File: config.mk
export PLATFORM = sky130hd
export DESIGN_NAME = prover_h_chi_addt
export DESIGN_NICKNAME = d
export VERILOG_FILES = /design/src/rtl/field_arith_defs.sv /design/src/rtl/prover_h_chi_addt_pkg.sv /design/src/rtl/field_adder.sv /design/src/rtl/prover_h_chi_addt_bank.sv /design/src/rtl/prover_h_chi_addt.sv
export SDC_FILE = /design/constraint.sdc
export NUM_CORES = 2
export LEC_CHECK = 0
export CELL_PAD_IN_SITES_DETAIL_PLACEMENT = 0
export CELL_PAD_IN_SITES_GLOBAL_PLACEMENT = 1
export CORE_UTILIZATION = 45
export DETAILED_ROUTE_END_ITERATION = 6
export GPL_TIMING_DRIVEN = 1
export PLACE_DENSITY_LB_ADDON = 0.1
export SYNTH_ARGS = -nofsm -noshare
export SYNTH_HDL_FRONTEND = slang
export SYNTH_SLANG_ARGS = --single-unit
File: constraint.sdc
create_clock -name clk -period 24.5 [get_ports clk]
set_clock_uncertainty 0.05 [all_clocks]
set_input_delay 3.675 -clock clk [delete_from_list [all_inputs] [get_ports clk]]
set_output_delay 3.675 -clock clk [all_outputs]
set_load 0.01 [all_outputs]
File: src/rtl/field_arith_defs.sv
// Field arithmetic constants shared by the prover datapath.
// The field is the Mersenne prime 2^61-1.
package field_arith_defs;
  localparam int F_NBITS = 61;
  localparam logic [F_NBITS-1:0] F_P = {F_NBITS{1'b1}};
endpackage

File: src/rtl/prover_h_chi_addt_pkg.sv
// State encoding and derived sizing for the h-chi adder tree / accumulator.
package prover_addt_pkg;
  typedef enum logic [1:0] {
    ST_IDLE   = 2'd0,
    ST_REDUCE = 2'd1,
    ST_ACC    = 2'd2
  } state_t;

  function automatic int nlevels_f(input int n);
    return $clog2(n);
  endfunction
endpackage

File: src/rtl/field_adder.sv
// Registered modular adder: result is valid the cycle after en_i, ready drops only while en_i is high.
module field_adder
  import field_arith_defs::*;
(
  input  logic               clk_i,
  input  logic               rst_i,
  input  logic               en_i,
  input  logic [F_NBITS-1:0] a_i,
  input  logic [F_NBITS-1:0] b_i,
  output logic               ready_o,
  output logic [F_NBITS-1:0] sum_o
);
  logic [F_NBITS:0]   raw;
  logic [F_NBITS:0]   wrapped;
  logic [F_NBITS-1:0] sum_q;

  assign raw     = {1'b0, a_i} + {1'b0, b_i};
  assign wrapped = raw - {1'b0, F_P};

  always_ff @(posedge clk_i or posedge rst_i) begin
    if (rst_i) begin
      sum_q <= '0;
    end else if (en_i) begin
      sum_q <= (raw >= {1'b0, F_P}) ? wrapped[F_NBITS-1:0] : raw[F_NBITS-1:0];
    end
  end

  assign ready_o = ~en_i;
  assign sum_o   = sum_q;
endmodule

File: src/rtl/prover_h_chi_addt_bank.sv
// Bank of ngates/2 field adders sharing one enable; idle_o is high only when every adder is ready.
module prover_h_addt_bank
  import field_arith_defs::*;
#(
  parameter int NADD = 2
) (
  input  logic                          clk_i,
  input  logic                          rst_i,
  input  logic                          en_i,
  input  logic [NADD-1:0][F_NBITS-1:0]  a_i,
  input  logic [NADD-1:0][F_NBITS-1:0]  b_i,
  output logic [NADD-1:0][F_NBITS-1:0]  sum_o,
  output logic                          idle_o
);
  logic [NADD-1:0] ready;

  for (genvar i = 0; i < NADD; i++) begin : g_add
    field_adder u_add (
      .clk_i  (clk_i),
      .rst_i  (rst_i),
      .en_i   (en_i),
      .a_i    (a_i[i]),
      .b_i    (b_i[i]),
      .ready_o(ready[i]),
      .sum_o  (sum_o[i])
    );
  end

  assign idle_o = &ready;
endmodule

File: src/rtl/prover_h_chi_addt.sv
// Shared adder tree + dual accumulator behind the h-chi stage.
// Optional per-accumulator batch counters: define PROVER_H_ADDT_BATCH_CNT_EN.
module prover_h_chi_addt
  import prover_addt_pkg::*;
  import field_arith_defs::*;
#(
  parameter int ngates = 4
) (
  input  logic                             clk,
  input  logic                             rstb,
  input  logic                             en,
  input  logic                             tag,
  input  logic [ngates-1:0][F_NBITS-1:0]   in_vals,
  input  logic                             clear,
  output logic                             ready,
  output logic                             ready_pulse,
  output logic [F_NBITS-1:0]               sum0,
  output logic [F_NBITS-1:0]               sum1
`ifdef PROVER_H_ADDT_BATCH_CNT_EN
  ,
  output logic [15:0]                      cnt0,
  output logic [15:0]                      cnt1
`endif
);
  localparam int NLEVELS = nlevels_f(ngates);
  localparam int NADD    = ngates / 2;
  localparam int CW      = $clog2(NLEVELS + 1);
  localparam logic [CW-1:0] LAST_LVL = CW'(NLEVELS - 1);

  if (ngates < 2 || (ngates & (ngates - 1)) != 0) begin : g_bad_ngates
    $error("prover_h_chi_addt: ngates must be a power of two and at least 2");
  end

  state_t                         state_q, state_d;
  logic [ngates-1:0][F_NBITS-1:0] work_q, work_d;
  logic [F_NBITS-1:0]             acc0_q, acc0_d, acc1_q, acc1_d;
  logic                           tag_q, tag_d;
  logic [CW-1:0]                  lvl_q, lvl_d;
  logic                           add_en_q, add_en_d;
  logic                           ready_dly_q;
  logic [NADD-1:0][F_NBITS-1:0]   add_a, add_b, add_sum;
  logic                           bank_idle;

  // In ST_ACC adder 0 folds the reduced batch into the selected accumulator.
  always_comb begin
    for (int i = 0; i < NADD; i++) begin
      add_a[i] = work_q[2*i];
      add_b[i] = work_q[2*i+1];
    end
    if (state_q == ST_ACC) add_b[0] = tag_q ? acc1_q : acc0_q;
  end

  prover_h_addt_bank #(.NADD(NADD)) u_bank (
    .clk_i (clk),
    .rst_i (rstb),
    .en_i  (add_en_q),
    .a_i   (add_a),
    .b_i   (add_b),
    .sum_o (add_sum),
    .idle_o(bank_idle)
  );

  always_comb begin
    state_d  = state_q;
    work_d   = work_q;
    acc0_d   = acc0_q;
    acc1_d   = acc1_q;
    tag_d    = tag_q;
    lvl_d    = lvl_q;
    add_en_d = 1'b0;
    case (state_q)
      ST_IDLE: begin
        if (clear) begin
          acc0_d = '0;
          acc1_d = '0;
        end
        if (en) begin
          work_d   = in_vals;
          tag_d    = tag;
          lvl_d    = '0;
          add_en_d = 1'b1;
          state_d  = ST_REDUCE;
        end
      end
      ST_REDUCE: begin
        if (!add_en_q && bank_idle) begin
          for (int i = 0; i < NADD; i++) work_d[i] = add_sum[i];
          lvl_d    = lvl_q + CW'(1);
          add_en_d = 1'b1;
          if (lvl_q == LAST_LVL) state_d = ST_ACC;
        end
      end
      ST_ACC: begin
        if (!add_en_q && bank_idle) begin
          if (tag_q) acc1_d = add_sum[0];
          else       acc0_d = add_sum[0];
          state_d = ST_IDLE;
        end
      end
      default: state_d = ST_IDLE;
    endcase
  end

  assign ready       = (state_q == ST_IDLE) & ~en;
  assign ready_pulse = ready & ~ready_dly_q;

  always_ff @(posedge clk or posedge rstb) begin
    if (rstb) begin
      state_q     <= ST_IDLE;
      work_q      <= '0;
      acc0_q      <= '0;
      acc1_q      <= '0;
      tag_q       <= 1'b0;
      lvl_q       <= '0;
      add_en_q    <= 1'b0;
      ready_dly_q <= 1'b1;
    end else begin
      state_q     <= state_d;
      work_q      <= work_d;
      acc0_q      <= acc0_d;
      acc1_q      <= acc1_d;
      tag_q       <= tag_d;
      lvl_q       <= lvl_d;
      add_en_q    <= add_en_d;
      ready_dly_q <= ready;
    end
  end

  assign sum0 = acc0_q;
  assign sum1 = acc1_q;

`ifdef PROVER_H_ADDT_BATCH_CNT_EN
  logic [15:0] cnt0_q, cnt1_q;
  logic        acc_done;

  assign acc_done = (state_q == ST_ACC) && !add_en_q && bank_idle;

  always_ff @(posedge clk or posedge rstb) begin
    if (rstb) begin
      cnt0_q <= '0;
      cnt1_q <= '0;
    end else if (state_q == ST_IDLE && clear) begin
      cnt0_q <= '0;
      cnt1_q <= '0;
    end else if (acc_done) begin
      if (tag_q) cnt1_q <= cnt1_q + 16'd1;
      else       cnt0_q <= cnt0_q + 16'd1;
    end
  end

  assign cnt0 = cnt0_q;
  assign cnt1 = cnt1_q;
`endif
endmodule

==> flow_metrics.tcl <==
set metrics [dict create \
    status "finished, final reports clean" \
    cp_slowest_stage_delay_ns 0.58 \
    seqCellArea_um2 12400 \
    dr.first_iter.drc_count 2038 \
    postSynthCellCount 3794 \
    max_cap_viol_count 0 \
    grt_usage_pct 29.03 \
    slew_violations 0 \
    core_um2 70390 \
    die_h_um 269.5 \
    hold_class "register to register" \
    grt_max_degree 248 \
    drc 0 \
    hold_depth 2 \
    hpwl_um 81540 \
    critical_path_class "input port to output port" \
    die_w_um 269.5 \
    tns_ns 0 \
    synth_most_common_cell "nand2_1" \
    fp.dieArea_um2 72610 \
    path_cells "clkdlybuf4s50_1 > nor4_1 > clkdlybuf4s50_1" \
    reg2regPathDepth 19 \
    synth_top_area_share_pct 38.40 \
    synth.area.top_cells "dfrtp_1 38%, nand2_1 8.9%, mux2i_1 5.9%, ha_1 4.9%, o21ai_0 4.5%" \
    wl_per_cell_um 21.44 \
    cts-hold-fix-buffers 0 \
    fin_nets 4384 \
    cts_sinks 495 \
    htree_levels 2 \
    synth_seq_cells 495 \
    cpMostUsedCell "clkdlybuf4s50_1" \
    arrival_ns 5.01 \
    crit_cells 3 \
    ys.flop_type "dfrtp_1" \
    post-route-min-period_ns 8.737 \
    synth_common_cells "760 x nand2_1, 494 x dfrtp_1, 288 x o21ai_0, 286 x a21oi_1, 263 x nor2_1" \
    setup_violations 0 \
    rows 97 \
    first_pass_iters 6 \
    end_kind "output port" \
    max-clock-path-buffers 3 \
    drive_gt1_share_pct 4.645 \
    synth_cell_types 96 \
    max_slew.worst_pin.slew_ns 1.197 \
    syn2layout_area_growth_pct 18.83 \
    totalWireLength_um 106900 \
    fill_cells 6765 \
    portBuffers 372 \
    synth-async-reset-ratio_pct 100.0 \
    clockRootBuffer "clkbuf_16" \
    post_cts_buffers 0 \
    final_antenna_net_count 0 \
    fin_area_um2 38250 \
    seq_area_frac_synth_pct 38.48 \
    synth_area_per_cell_um2 8.484 \
    cts_resized 0 \
    yosysWarnings 0 \
    n_antenna_cell 0 \
    cts.clk_slew.worst_paths_ns 0.06 \
    rsz0062_at_grt "no" \
    place.gp.congestion 0.9708 \
    multiInputGateArea_um2 18790 \
    grt_pass1_vias 28230 \
    syn_nets 4170 \
    synth_edf_count 0 \
    cp_slowest_cell "clkdlybuf4s50_1" \
    start_kind "input port" \
    final.period_utilization_pct 35.66 \
    cts-buffers-inserted 54 \
    syn_area_um2 32190 \
    vias 28940 \
    crit_buf_inv 2 \
    cpLargestDelayFamily "buffers and inverters" \
    slew_headroom_pct 20.21 \
    grt_overflow 0 \
    grt_pass1_wl_um 166700 \
    ios 373 \
    yosysTopAreaCell "dfrtp_1" \
    routed_via_density 5.803 \
    initial_utilization_pct 45.73 \
    hold_viol_final 0 \
    antenna_found_initial 1 \
    placed_cell_area_um2 36440 \
    timing.fmax_mhz 114.5 \
    worstPathRequired_ns 20.77 \
    cts_tree "built" \
    insertion_delay_ns 0.63 \
    critPathMaxFanout 4 \
]
-- final timing paths --
| check | startpoint | to | slack, ns |
|---|---|---|---|
| worst max-delay path | en | ready_pulse | 15.76 |
| worst min-delay path | add_a[96] | add_a[96] | 0.43 |
| worst max register to register | tag_q | u_bank.g_add[0].u_add.sum_o[57] | 16.65 |
| worst min register to register | add_a[96] | add_a[96] | 0.43 |
| max in group asynchronous | rstb | tag_q | 18.74 |
| min in group asynchronous | rstb | add_b[62] | 3.50 |
-- metrics by stage --
step / util [%] / worst slack [ns] / hold slack, ns / std cells
floorplan: - / 6.959 / 0.3997 / 3794
global placement: 51.77 / 15.78 / 0.4116 / 4892
finish: 54.34 / 15.76 / 0.4284 / 4987
detailed placement: 51.77 / 15.77 / 0.4191 / 4892
CTS: 54.34 / 15.76 / 0.4342 / 4987
global route: 54.34 / 15.63 / 0.4457 / 4987
-- area by class of cell --
cell class | instances | area share, %
Multi-Input combinational cell | 3026 | 49.13
Sequential cell | 495 | 32.41
Timing Repair Buffer | 395 | 10.28
Clock buffer | 80 | 4.184
Tap cell | 940 | 3.075
Clock inverter | 15 | 0.5430
Inverter | 36 | 0.3729
-- flip-flops by register name, summed over array words and instances (netlist names) --
register and cells:
add_b 61, work_q 61, add_a 122, sum1 61
sum0 61, u_bank.g_add.u_add.sum_o 122, lvl_q 2, ready_dly_q 1
add_en_q 1, tag_q 1, state_q 2
-- worst min-delay path, cell delays in order (launching register included) --
cell     delay (ns)
dfrtp_1        0.34
nand2_1        0.05
nand2_1        0.05
-- kinds of logic (layout without fill, tap and decap cells) --
family          after synthesis  after routing  share of synthesized area, %
mux                         214            214                         6.752
compound gates              995            995                         19.59
buf+inv                     273            526                         3.335
fa+ha+maj                   127            127                         4.983
flops                       495            495                         38.48
simple gates               1502           1502                         21.74
xor+xnor                    188            188                         5.115
-- layout by cell type (no fill, tap or decap), types with 10 or more instances in the layout --
cell type        Yosys  layout
nand2_1            760     759
dfrtp_1            494     492
clkdlybuf4s50_1      0     372
o21ai_0            288     288
a21oi_1            286     286
nor2_1             263     262
mux2i_1            189     189
xnor2_1            134     134
a22o_1             125     125
ha_1               125     125
nor3_1             101      99
nand4_1             80      80
nand3_1             55      55
clkbuf_16            0      55
xor2_1              54      54
nor4_1              42      42
a21o_1              42      40
inv_1               35      34
o21a_1              30      30
a211oi_1            27      27
mux2_2              24      24
o21ai_1             22      22
and2_1              23      22
o211ai_1            20      20
buf_4                4      20
nor2b_1             18      18
and4_1              16      16
or3_1               16      16
nor3b_1             15      15
o21bai_1            13      13
o31ai_1             13      13
nand2b_1            15      13
clkbuf_8             0      13
a21boi_0            12      12
and3_1              12      12
nand4b_1            12      12
clkbuf_1           207      12
or4_1               11      11
o2111ai_1           10      10
-- per-layer routing --
metal	share of wire [%]	vias up	wire, um	GRT usage (%)
met3	4.4	156	4723	2.948
met4	3.2	0	3401	9.106
li1	-	14070	-	-
met5	0	-	0	0
met1	47	13920	49970	41.44
met2	46	797	48810	46.24
Power is not shown: default switching activity piles up to over one toggle a cycle in this logic, so the estimate is an artifact.
